$ cat config.mk
export PLATFORM = sky130hd
export DESIGN_NAME = button_capture
export DESIGN_NICKNAME = d
export VERILOG_FILES = /design/src/rtl/button_capture.sv
export SDC_FILE = /design/constraint.sdc
export NUM_CORES = 1
export LEC_CHECK = 0
export ABC_AREA = 1
export BUFFER_PORTS_ARGS = -buffer_cell sky130_fd_sc_hd__clkbuf_2
export CAP_MARGIN = 20
export CORE_ASPECT_RATIO = 1.1
export CORE_MARGIN = 2
export CORE_UTILIZATION = 30
export DETAILED_ROUTE_END_ITERATION = 7
export SETUP_SLACK_MARGIN = 0.05
export SYNTH_ARGS = -nofsm -noshare
export SYNTH_HDL_FRONTEND = slang
export SYNTH_SLANG_ARGS = --single-unit
$ cat constraint.sdc
create_clock -name clk -period 1.3 [get_ports clk]
set_input_delay 0.195 -clock clk [delete_from_list [all_inputs] [get_ports clk]]
set_output_delay 0.195 -clock clk [all_outputs]
set_load 0.02 [all_outputs]
$ cat src/rtl/button_capture.sv
// button_capture: synchronise, debounce and encode the four player buttons.
// Optional idle timeout is built only when BTN_TIMEOUT_EN is defined.
module button_capture #(
    parameter int DEBOUNCE_CYCLES = 1000,
    parameter int CNT_W           = 16,
    parameter int TIMEOUT_CYCLES  = 50000
) (
    input  logic       clk,
    input  logic       reset,
    input  logic       en,
    input  logic [3:0] btn_raw,
    output logic [1:0] colour,
    output logic       colour_valid,
    output logic       multi_err,
    output logic       busy,
    output logic       timeout
);

    typedef enum logic [1:0] {
        IDLE,
        DB_PRESS,
        HELD,
        DB_RELEASE
    } state_t;

    localparam logic [CNT_W-1:0] DB_LAST = CNT_W'(DEBOUNCE_CYCLES - 1);
    localparam logic [CNT_W-1:0] CNT_ONE = CNT_W'(1);

    // Counters must be able to hold their terminal values.
    if (DEBOUNCE_CYCLES < 2 ||
        ((DEBOUNCE_CYCLES - 1) >> CNT_W) != 0 ||
        TIMEOUT_CYCLES < 1 ||
        ((TIMEOUT_CYCLES - 1) >> CNT_W) != 0) begin : g_bad_cfg
        $error("button_capture: counter parameters out of range");
    end

    logic [3:0]       r_sync1;
    logic [3:0]       r_sync2;
    logic [3:0]       w_s;
    state_t           r_state;
    state_t           w_state_nxt;
    logic [CNT_W-1:0] r_cnt;
    logic [CNT_W-1:0] w_cnt_nxt;
    logic [3:0]       r_cand;
    logic [3:0]       w_cand_nxt;
    logic             w_accept;
    logic             w_single;
    logic [1:0]       w_enc;
    logic             w_cv_nxt;
    logic             w_me_nxt;
    logic [1:0]       r_colour;
    logic             r_colour_valid;
    logic             r_multi_err;
    logic             r_busy;

    assign w_s = r_sync2;

    // Two-stage synchroniser for the asynchronous button inputs.
    always_ff @(posedge clk) begin
        if (reset) begin
            r_sync1 <= 4'b0000;
            r_sync2 <= 4'b0000;
        end else begin
            r_sync1 <= btn_raw;
            r_sync2 <= r_sync1;
        end
    end

    // FSM state, debounce counter and candidate pattern registers.
    always_ff @(posedge clk) begin
        if (reset) begin
            r_state <= IDLE;
            r_cnt   <= '0;
            r_cand  <= 4'b0000;
        end else begin
            r_state <= w_state_nxt;
            r_cnt   <= w_cnt_nxt;
            r_cand  <= w_cand_nxt;
        end
    end

    // Next-state logic: debounce press, hold, debounce release.
    always_comb begin
        w_state_nxt = r_state;
        w_cnt_nxt   = r_cnt;
        w_cand_nxt  = r_cand;
        w_accept    = 1'b0;
        case (r_state)
            IDLE: begin
                if (w_s != 4'b0000) begin
                    w_cand_nxt  = w_s;
                    w_cnt_nxt   = '0;
                    w_state_nxt = DB_PRESS;
                end
            end
            DB_PRESS: begin
                if (w_s == 4'b0000) begin
                    w_state_nxt = IDLE;
                end else if (w_s != r_cand) begin
                    w_cand_nxt = w_s;
                    w_cnt_nxt  = '0;
                end else if (r_cnt == DB_LAST) begin
                    w_accept    = 1'b1;
                    w_state_nxt = HELD;
                end else begin
                    w_cnt_nxt = r_cnt + CNT_ONE;
                end
            end
            HELD: begin
                if (w_s == 4'b0000) begin
                    w_cnt_nxt   = '0;
                    w_state_nxt = DB_RELEASE;
                end
            end
            DB_RELEASE: begin
                if (w_s != 4'b0000) begin
                    w_state_nxt = HELD;
                end else if (r_cnt == DB_LAST) begin
                    w_state_nxt = IDLE;
                end else begin
                    w_cnt_nxt = r_cnt + CNT_ONE;
                end
            end
            default: begin
                w_state_nxt = IDLE;
            end
        endcase
    end

    // Classify the accepted candidate and encode a single press.
    always_comb begin
        w_single = (r_cand != 4'b0000) &&
                   ((r_cand & (r_cand - 4'd1)) == 4'b0000);
        w_enc = 2'b00;
        case (r_cand)
            4'b0010: w_enc = 2'b01;
            4'b0100: w_enc = 2'b10;
            4'b1000: w_enc = 2'b11;
            default: w_enc = 2'b00;
        endcase
        w_cv_nxt = w_accept && en && w_single;
        w_me_nxt = w_accept && en && !w_single;
    end

    // Registered outputs: strobes, held colour and busy flag.
    always_ff @(posedge clk) begin
        if (reset) begin
            r_colour       <= 2'b00;
            r_colour_valid <= 1'b0;
            r_multi_err    <= 1'b0;
            r_busy         <= 1'b0;
        end else begin
            if (w_cv_nxt) begin
                r_colour <= w_enc;
            end
            r_colour_valid <= w_cv_nxt;
            r_multi_err    <= w_me_nxt;
            r_busy         <= (r_state != IDLE);
        end
    end

    assign colour       = r_colour;
    assign colour_valid = r_colour_valid;
    assign multi_err    = r_multi_err;
    assign busy         = r_busy;

`ifdef BTN_TIMEOUT_EN
    localparam logic [CNT_W-1:0] TO_LAST = CNT_W'(TIMEOUT_CYCLES - 1);

    logic [CNT_W-1:0] r_idle_cnt;
    logic             r_timeout;

    // Idle counter: runs while enabled in IDLE, pulses and wraps at the end.
    always_ff @(posedge clk) begin
        if (reset) begin
            r_idle_cnt <= '0;
            r_timeout  <= 1'b0;
        end else if (en && r_state == IDLE) begin
            if (r_idle_cnt == TO_LAST) begin
                r_idle_cnt <= '0;
                r_timeout  <= 1'b1;
            end else begin
                r_idle_cnt <= r_idle_cnt + CNT_ONE;
                r_timeout  <= 1'b0;
            end
        end else begin
            r_idle_cnt <= '0;
            r_timeout  <= 1'b0;
        end
    end

    assign timeout = r_timeout;
`else
    assign timeout = 1'b0;
`endif

endmodule

# Word level (Yosys, flattened, before mapping)
# Cells that the tools add are included.
classes:
  reduce_logical: 15
  div_mod_pow: 0
  mul: 0
  n_eq_ne: 16
  mux: 24
  order_cmp: 0
  n_bitwise: 1
  shift: 0
  add_sub_neg: 2
ops:
  columns: ["cell", "n"]
  rows:
  - ["2-to-1 mux 16 bit", 6]
  - ["case mux 16 bit (4 select lines)", 1]
  - ["adder 16 x 1 -> 16 bit, second input constant", 1]
  - ["== test 16 x 10 -> 1 bit, second input constant", 1]
  - ["2-to-1 mux 2 bit", 7]
  - ["2-to-1 mux 4 bit", 3]
  - ["!= test 2 bit, second input constant", 5]
  - ["!= test 3 bit, second input constant", 3]
  - ["zero test 4 bit", 2]
  - ["case mux 2 bit (4 select lines)", 1]
  - ["case mux 4 bit (2 select lines)", 1]
  - ["AND reduction 4 bit", 2]
  - ["nonzero test 4 bit", 2]
  - ["case mux 2 bit (3 select lines)", 1]
  - ["AND reduction 5 bit", 1]
  - ["bitwise AND 4 bit", 1]
  - ["== test 2 bit, second input constant", 2]
  - ["== test 4 x 2 -> 1 bit, second input constant", 1]
  - ["== test 4 x 3 -> 1 bit, second input constant", 1]
  - ["== test 4 bit, second input constant", 1]
  - ["logical AND 1 bit", 4]
  - ["2-to-1 mux 1 bit", 4]
  - ["!= test 4 bit", 1]
  - ["nonzero test 2 bit", 2]
  - ["4 further kinds", 4]
word_totals:
  ram_bits: 0
  register_bits: 35
  latchBits: 0
  in_bits: 7
  wordCells: 67
  rom_bits: 0
  mem_count: 0

# Logic depth before layout (Yosys ltp)
# Gate-level depths: netlist of the first run.
logic_depth:
  word_depth: 7
  mapped_depth: 11
  depth_no_buf: 11

# Worst setup path after synthesis of the first run
# Ideal clock, no wire load.
synth_path:
  path_kind: "reg-to-reg"
  startpoint: "register r_cnt[0]"
  endpoint: "register r_cnt[4]"
  n_path_buf: 0
  slack_ns: -0.073
  path_stages_with_launch: 12
  synth_period_minus_slack_ns: 1.373
  t_arrival_ns: 1.263
  setup_time_ns: 0.110
  cell_sequence: "dfxtp_1 > ha_1 > inv_1 > nor2_1 > nand2_1 > nor2_4 > nand2_4 > nand2_4 > nor2_1 > nand3_1 > nand2_1 > nor2_1"
synth_between:
  elab_chain_cells: 5
synth_rtl:
  columns: ["item", "line", "text"]
  rows:
  - ["from (decl)", "42", "logic [CNT_W-1:0] r_cnt;"]
  - ["from (signal assigned)", "77", "r_cnt <= w_cnt_nxt;"]
  - ["adder 16 x 1 -> 16 bit or == test 16 x 10 -> 1 bit (tied branches)", null, null]
  - ["2-to-1 mux 16 bit *", "102, 118", null]
  - ["2-to-1 mux 16 bit", "99", "end else if (w_s != r_cand) begin"]
  - ["2-to-1 mux 16 bit", "97", "if (w_s == 4'b0000) begin"]
  - ["case mux 16 bit (4 select lines) *", "88", "case (r_state)"]
# Mark *: on every way between the ends. The rest lies on a longest branch, timed or not. The select of a mux whose other input is x is not followed.
# A chain may end at the register's enable or synchronous reset.

# Worst setup path after layout of the first run
layout_path:
  startpoint: "register r_sync2[0]"
  endpoint: "register r_colour[0] (netlist: colour[0])"
layout_between:
  elab_chain_cells: 6
layout_rtl:
  columns: ["item", "line", "text"]
  rows:
  - ["from (decl)", "38", "logic [3:0] r_sync2;"]
  - ["from (signal assigned)", "65", "r_sync2 <= r_sync1;"]
  - ["!= test 4 bit", "99", null]
  - ["2-to-1 mux 1 bit", "99", null]
  - ["2-to-1 mux 1 bit *", "97", null]
  - ["2-to-1 mux 1 bit *", "88", null]
  - ["logical AND 1 bit * (2 in a row)", "141", "w_cv_nxt = w_accept && en && w_single;"]
  - ["to (signal assigned)", "154", "r_colour <= w_enc;"]
  - ["to (decl)", "51", "logic [1:0] r_colour;"]
# Mark *: on every way between the ends. The rest lies on a longest branch, timed or not.

==> metrics, run 1 <==
status=complete, but fails checks; failing checks=setup timing; Slew Viols, Final=0; arrival time at the worst endpoint=1.60 ns; Setup Skew=0.00442 ns; Total Negative Setup Slacks=-1.27 ns; Net Switching=1.01 mW; Tot GR Track Use=0.139; worst setup margin=-0.110 ns; Sw Share=0.332; Clock Pin Slew Worst Setup and Hold Paths=0.07 ns; detailed-router iteration count before antenna repair=4; total length of routed wires=4540 um; initial antenna violation count=0; total power=3.04 mW; Ant. Diodes=0; syn_area_per_cell=6.70 um2; Hold Crit Class=in -> reg; CTS H-tree lvls=2; clock latency on the worst-skew pair=0.28 ns; die outline area=0.00702 mm2; cell taking the most area after synthesis=dfxtp_1; WHS=0.101 ns; synth top area cells=dfxtp_1 37%, nand2_1 13%, nor2_1 12%; Final setup viols=19; Synth-to-Final Area Change=53.5%; CP Class=reg -> reg; Clock power frac=0.244; Netlist cell types=32; RSZ-0062 raised after global routing=true; TritonCTS Buffers=5; core area=0.00616 mm2; Synth Instances=285; io pins=13; commonest non-fill, non-tap cell in the layout=buf_4; Core Util, Final=0.476; drt wl/cell=10.4 um; Hold Path Depth=3; chip width=80.1 um; total number of vias=1919; number of global-route vias before repair=1934; RD Place Congestion=0.859; Max-cap violations=0; CP max FO=4; #FFs+latches synth=35; largest net degree at the start of global routing=13; Pwr Density=1040 mW/mm2; Leakage=1.33 nW; most frequent cells in the layout=51 x buf_4, 44 x nand2_1, 42 x nor2_1; worst vdd ir=0.000643 V; total gr overflow=0; r2r worst-path depth=10; vias per cell=4.39; crit path launch type=register; CTS Buffer Depth=2; num rows=30; post-route ant nets=0; Die Y=87.7 um; first-pass GRT wire length=7820 um; worst reg-to-reg setup slack=-0.11 ns; initial core utilization=0.310; Final Net Count=364; DR iter-0 viols=42; post-synthesis net count=293; CTS Hold Buffers Added=0; Pint=2.03 mW; Data required, critical path=1.49 ns; Tcrit/Tclk final=1.08; DRC viols=0; TritonCTS clock tree=yes; share of cells above drive strength 1=0.485; Mapped Area=0.00191 mm2; Fin. Hold Viols=0; clock sinks=35; Clock Tree Root=clkbuf_8; DP HPWL=3280 um; Tmin final=1.41 ns; combinational power share=0.360; Synth top area share=0.367; Reg power frac=0.396; synth warn=0; IO Port Bufs=11; Peak Freq=0.709 GHz; endpoint class of the critical path=register; register area share after synthesis=0.367
==> repair_timing <==
action | 4_1_cts | 5_1_grt
setup endpoints to repair | 26 | 26
cloned | 1 | 0
buffers inserted | 6 | 2
pin swaps | 18 | 20
gates resized for setup | 61 | 43
==> cell type report <==
| class | instances | area [um2] |
|---|---|---|
| Fill cell | 616 | 3220 |
| Multi-Input combinational cell | 199 | 1320 |
| Clock inverter | 1 | 5.00 |
| Timing Repair Buffer | 67 | 512 |
| Sequential cell | 35 | 723 |
| Tap cell | 80 | 100 |
| Clock buffer | 7 | 76.3 |
| Inverter | 48 | 193 |
==> synthesized netlist by cell type (all sizes together) <==
master and number:
buf 3, clkinv 1, ha 1, nand4 4, o21bai 3, nand2 72
dfxtp 35, clkbuf 1, nand3b 2, a21boi 1, nand3 23, xor2 6
nor2 64, conb 1, o21ai 1, nor4 1, inv 47, nor3 9
a31oi 1, a21oi 9
==> stage by stage <==
stage | instance area (um2) | cells | setup WS, ns
final | 2930 | 437 | -0.110
after global routing | 2930 | 437 | -0.291
after CTS | 2770 | 435 | -0.0990
after detailed placement | 2430 | 420 | -0.122
after global placement | 2430 | 420 | -0.119
after floorplan | 1930 | 285 | -0.0171
==> metal layers <==
metal | part of all wire | global-route usage | vias to the layer above | wire, um
met3 | 0.031 | 0.0320 | 8 | 139
met2 | 0.54 | 0.262 | 24 | 2470
met5 | 0 | 0 | - | 0
met1 | 0.41 | 0.150 | 871 | 1870
met4 | 0.012 | 0.0493 | 0 | 55
li1 | - | - | 1016 | -
==> cell families after synthesis <==
kind of cell	count (synthesis)	share of synthesized area
buf+inv	52	0.113
flops	35	0.367
xor+xnor	6	0.0275
simple gates	175	0.437
other cells	1	0.00196
fa+ha+maj	1	0.00655
compound gates	15	0.0472
==> state kept, by name, indices dropped and copies added, names as in the netlist, named ones only <==
name          count
colour            2
r_cand            4
r_state           1
r_sync1           4
r_cnt            16
colour_valid      1
multi_err         1
r_sync2           4
busy              1
==> power by group through the flow <==
stage	registers, mW	logic (mW)	clock network (mW)
3_3_place_gp	1.22	0.802	0
4_1_cts	1.20	0.987	0.772
2_1_floorplan	1.23	0.452	0
6_report	1.20	1.10	0.744
5_1_grt	1.21	1.20	0.834
3_5_place_dp	1.22	0.811	0
==> path summary, 6_finish.rpt <==
kind	from	to
setup / recovery	r_sync2[0]	colour[0]
hold / removal	btn_raw[0]	r_sync1[0]
setup reg to reg	r_sync2[0]	colour[0]
hold reg to reg	r_sync1[2]	r_sync2[2]
==> worst max-delay path: stages, from the launching register on <==
cell	delay, ns
dfxtp_2	0.37
nor2_2	0.05
nand2_2	0.15
nand2_4	0.12
buf_4	0.15
nor2_1	0.07
nand3_1	0.10
nor2_2	0.12
nand3_1	0.07
nand2_1	0.06
nor2_1	0.04
Power figures use the tool's default switching activity.
==> run 2: changes to the inputs <==
Settings changed: PLACE_DENSITY_LB_ADDON set to 0.2.
==> run 2 against run 1 <==
Compared with the run above:
- the run still ends with setup timing left
- first-iteration DRC count increased by 48%
- final cell count unchanged
- clock skew increased by 0.0016 ns
- highest routed layer unchanged
==> metrics, run 2 (synthesis gave the netlist of run 1 again) <==
crit-path cells=ha_4, inv_4, nor2_4, nand2_2, nor2_4, nand2_4, nand2_8, xor2_1, nor2_1 (was nor2_2, nand2_2, nand2_4, buf_4, nor2_1, nand3_1, nor2_2, nand3_1, nand2_1, nor2_1); CP Class=reg -> reg (unchanged); first-pass GRT wire length=7980 um (was 7820 um); Pwr Density=1030 mW/mm2 (was 1040 mW/mm2); Setup Skew=0.00598 ns (was 0.00442 ns); CP Capture Point=r_cnt[0] (was colour[0]); max reg flops=16 (unchanged); clock sinks=35 (unchanged); CTS Buffer Depth=2 (unchanged); drt wl/cell=11.0 um (was 10.4 um); most frequent cells in the layout=47 x buf_4, 44 x nand2_1, 40 x nor2_1 (was 51 x buf_4, 44 x nand2_1, 42 x nor2_1); Peak Freq=0.713 GHz (was 0.709 GHz); endpoint class of the critical path=register (unchanged); core area=0.00616 mm2 (unchanged); Data required, critical path=1.47 ns (was 1.49 ns); total power=3.15 mW (was 3.04 mW); num rows=30 (unchanged); final std cells w/o fill=437 (unchanged); FF+latch area=737 um2 (was 723 um2); Final Net Count=364 (unchanged); chip width=80.1 um (unchanged); DR iter-0 viols=62 (was 42); Ant. Diodes=0 (unchanged); total number of vias=1886 (was 1919); Max-cap violations=0 (unchanged); filler cell count=617 (was 616); area occupied by multi-input gates=0.00141 mm2 (was 0.00132 mm2); Tcrit/Tclk final=1.08 (about the same); clock latency on the worst-skew pair=0.28 ns (about the same); WHS=0.0931 ns (was 0.101 ns); worst reg-to-reg setup slack=-0.10 ns (was -0.11 ns); slowest CP cell=dfxtp_2 (unchanged); TritonCTS Buffers=5 (unchanged); Tot GR Track Use=0.144 (was 0.139); Final setup viols=19 (unchanged); Hold Path Depth=3 (unchanged); io pins=13 (unchanged); IO Port Bufs=11 (unchanged); r2r endpoint=r_cnt[0] (was colour[0]); commonest non-fill, non-tap cell in the layout=buf_4 (unchanged); CP peak stage delay=0.35 ns (was 0.37 ns); initial antenna violation count=0 (unchanged); Biggest register=r_cnt (unchanged); crit path launch type=register (unchanged); most frequent cell on the critical path=nor2_4; worst path bufs/invs=1 (unchanged); DP HPWL=3410 um (was 3280 um); Crit path depth=9 (was 10); arrival time at the worst endpoint=1.58 ns (was 1.60 ns); CP max FO=7 (was 4); die outline area=0.00702 mm2 (unchanged); Clock Tree Root=clkbuf_8 (unchanged); initial core utilization=0.310 (unchanged); share of cells above drive strength 1=0.513 (was 0.485); Hold Crit Class=in -> reg (unchanged); Die Y=87.7 um (unchanged); status=complete, but fails checks (unchanged); worst vdd ir=0.000554 V (was 0.000643 V); detailed-router iteration count before antenna repair=4 (unchanged); failing checks=setup timing (unchanged); delay-heaviest family, CP=simple AND/OR/NAND/NOR gates (unchanged); total length of routed wires=4790 um (was 4540 um); worst setup margin=-0.103 ns (was -0.110 ns); Fin. Hold Viols=0 (unchanged); CTS H-tree lvls=2 (unchanged); r2r worst-path depth=9 (was 10); number of global-route vias before repair=1898 (was 1934); largest net degree at the start of global routing=13 (unchanged); DRC viols=0 (unchanged); Tmin final=1.40 ns (was 1.41 ns); RD Place Congestion=0.820 (was 0.859); reg-to-reg startpoint=r_cnt[1] (was r_sync2[0]); total gr overflow=0 (unchanged); Setup Slack @ Placement=-0.154 ns (was -0.122 ns); RSZ-0062 raised after global routing=true (unchanged); post-route ant nets=0 (unchanged); Leakage=1.34 nW (was 1.33 nW); Synth-to-Final Area Change=60.6% (was 53.5%); # placed instances=415 (was 420); Clock Pin Slew Worst Setup and Hold Paths=0.08 ns (was 0.07 ns); Slew Viols, Final=0 (unchanged); CP Launch Point=r_cnt[1] (was r_sync2[0]); vias per cell=4.32 (was 4.39); TritonCTS clock tree=yes (unchanged)
run 2: cell types whose count changed in the layout (fill, tap and decap cells not counted), moves of 2 or more:
cell	change
nand3_4	+2
dfxtp_4	+4
clkbuf_1	-2
nor2_4	+4
xor2_1	-2
nand2_2	-2
buf_4	-4
nor2_1	-2
clkinvlp_4	+2
nand2_8	+2
nor2_2	-2
buf_6	+3
dfxtp_1	-3
run 2: worst min path at each step:
stage	start	end
2_1_floorplan	reset	r_cand[1]
3_3_place_gp	btn_raw[1]	r_sync1[1]
3_5_place_dp	r_sync1[2]	r_sync2[2]
4_1_cts	btn_raw[1]	r_sync1[1]
5_1_grt	btn_raw[1]	r_sync1[1]
6_report	btn_raw[1]	r_sync1[1]
run 2: through the flow:
step / util / setup TNS, ns / cell area [um2]
after detailed placement: 0.389 / -2.29 / 2400
after floorplan: - / -0.0529 / 1930
final: 0.498 / -1.29 / 3070
after global routing: 0.498 / -3.26 / 3070
after CTS: 0.451 / -1.31 / 2780
after global placement: 0.389 / -1.71 / 2400
run 2: area by class of cell:
cell class | count | share of cell area
sequential | 35 | 0.240
timing repair buffer | 67 | 0.177
multi-input combinational | 199 | 0.458
clock buffer | 5 | 0.0224
inverter | 48 | 0.0628
clock inverter | 3 | 0.00653
tap | 80 | 0.0326
run 2: worst min-delay path, cell delays in order:
cell and delay [ns]:
clkbuf_2 0.08, inv_1 0.04, nor2_1 0.03
run 2: power by group:
group          switching [mW]  internal, mW  total, mW
Combinational           0.607         0.564       1.17
Clock                   0.411         0.373      0.784
Sequential             0.0611          1.13       1.19
run 2: routing by layer:
| metal | vias up | track usage | share of wire |
|---|---|---|---|
| met3 | 2 | 0.0309 | 0.020 |
| met5 | - | 0 | 0 |
| met4 | 0 | 0.0370 | 0.0061 |
| met2 | 14 | 0.278 | 0.56 |
| li1 | 1020 | - | - |
| met1 | 850 | 0.159 | 0.41 |
run 2: what timing repair did:
item,4_1_cts,5_1_grt
setup endpoints to repair,26,26
buffers inserted,10,3
hold endpoints to repair,0,0
gates resized for setup,64,66
cloned,2,0
pin swaps,24,30
hold buffers,0,0
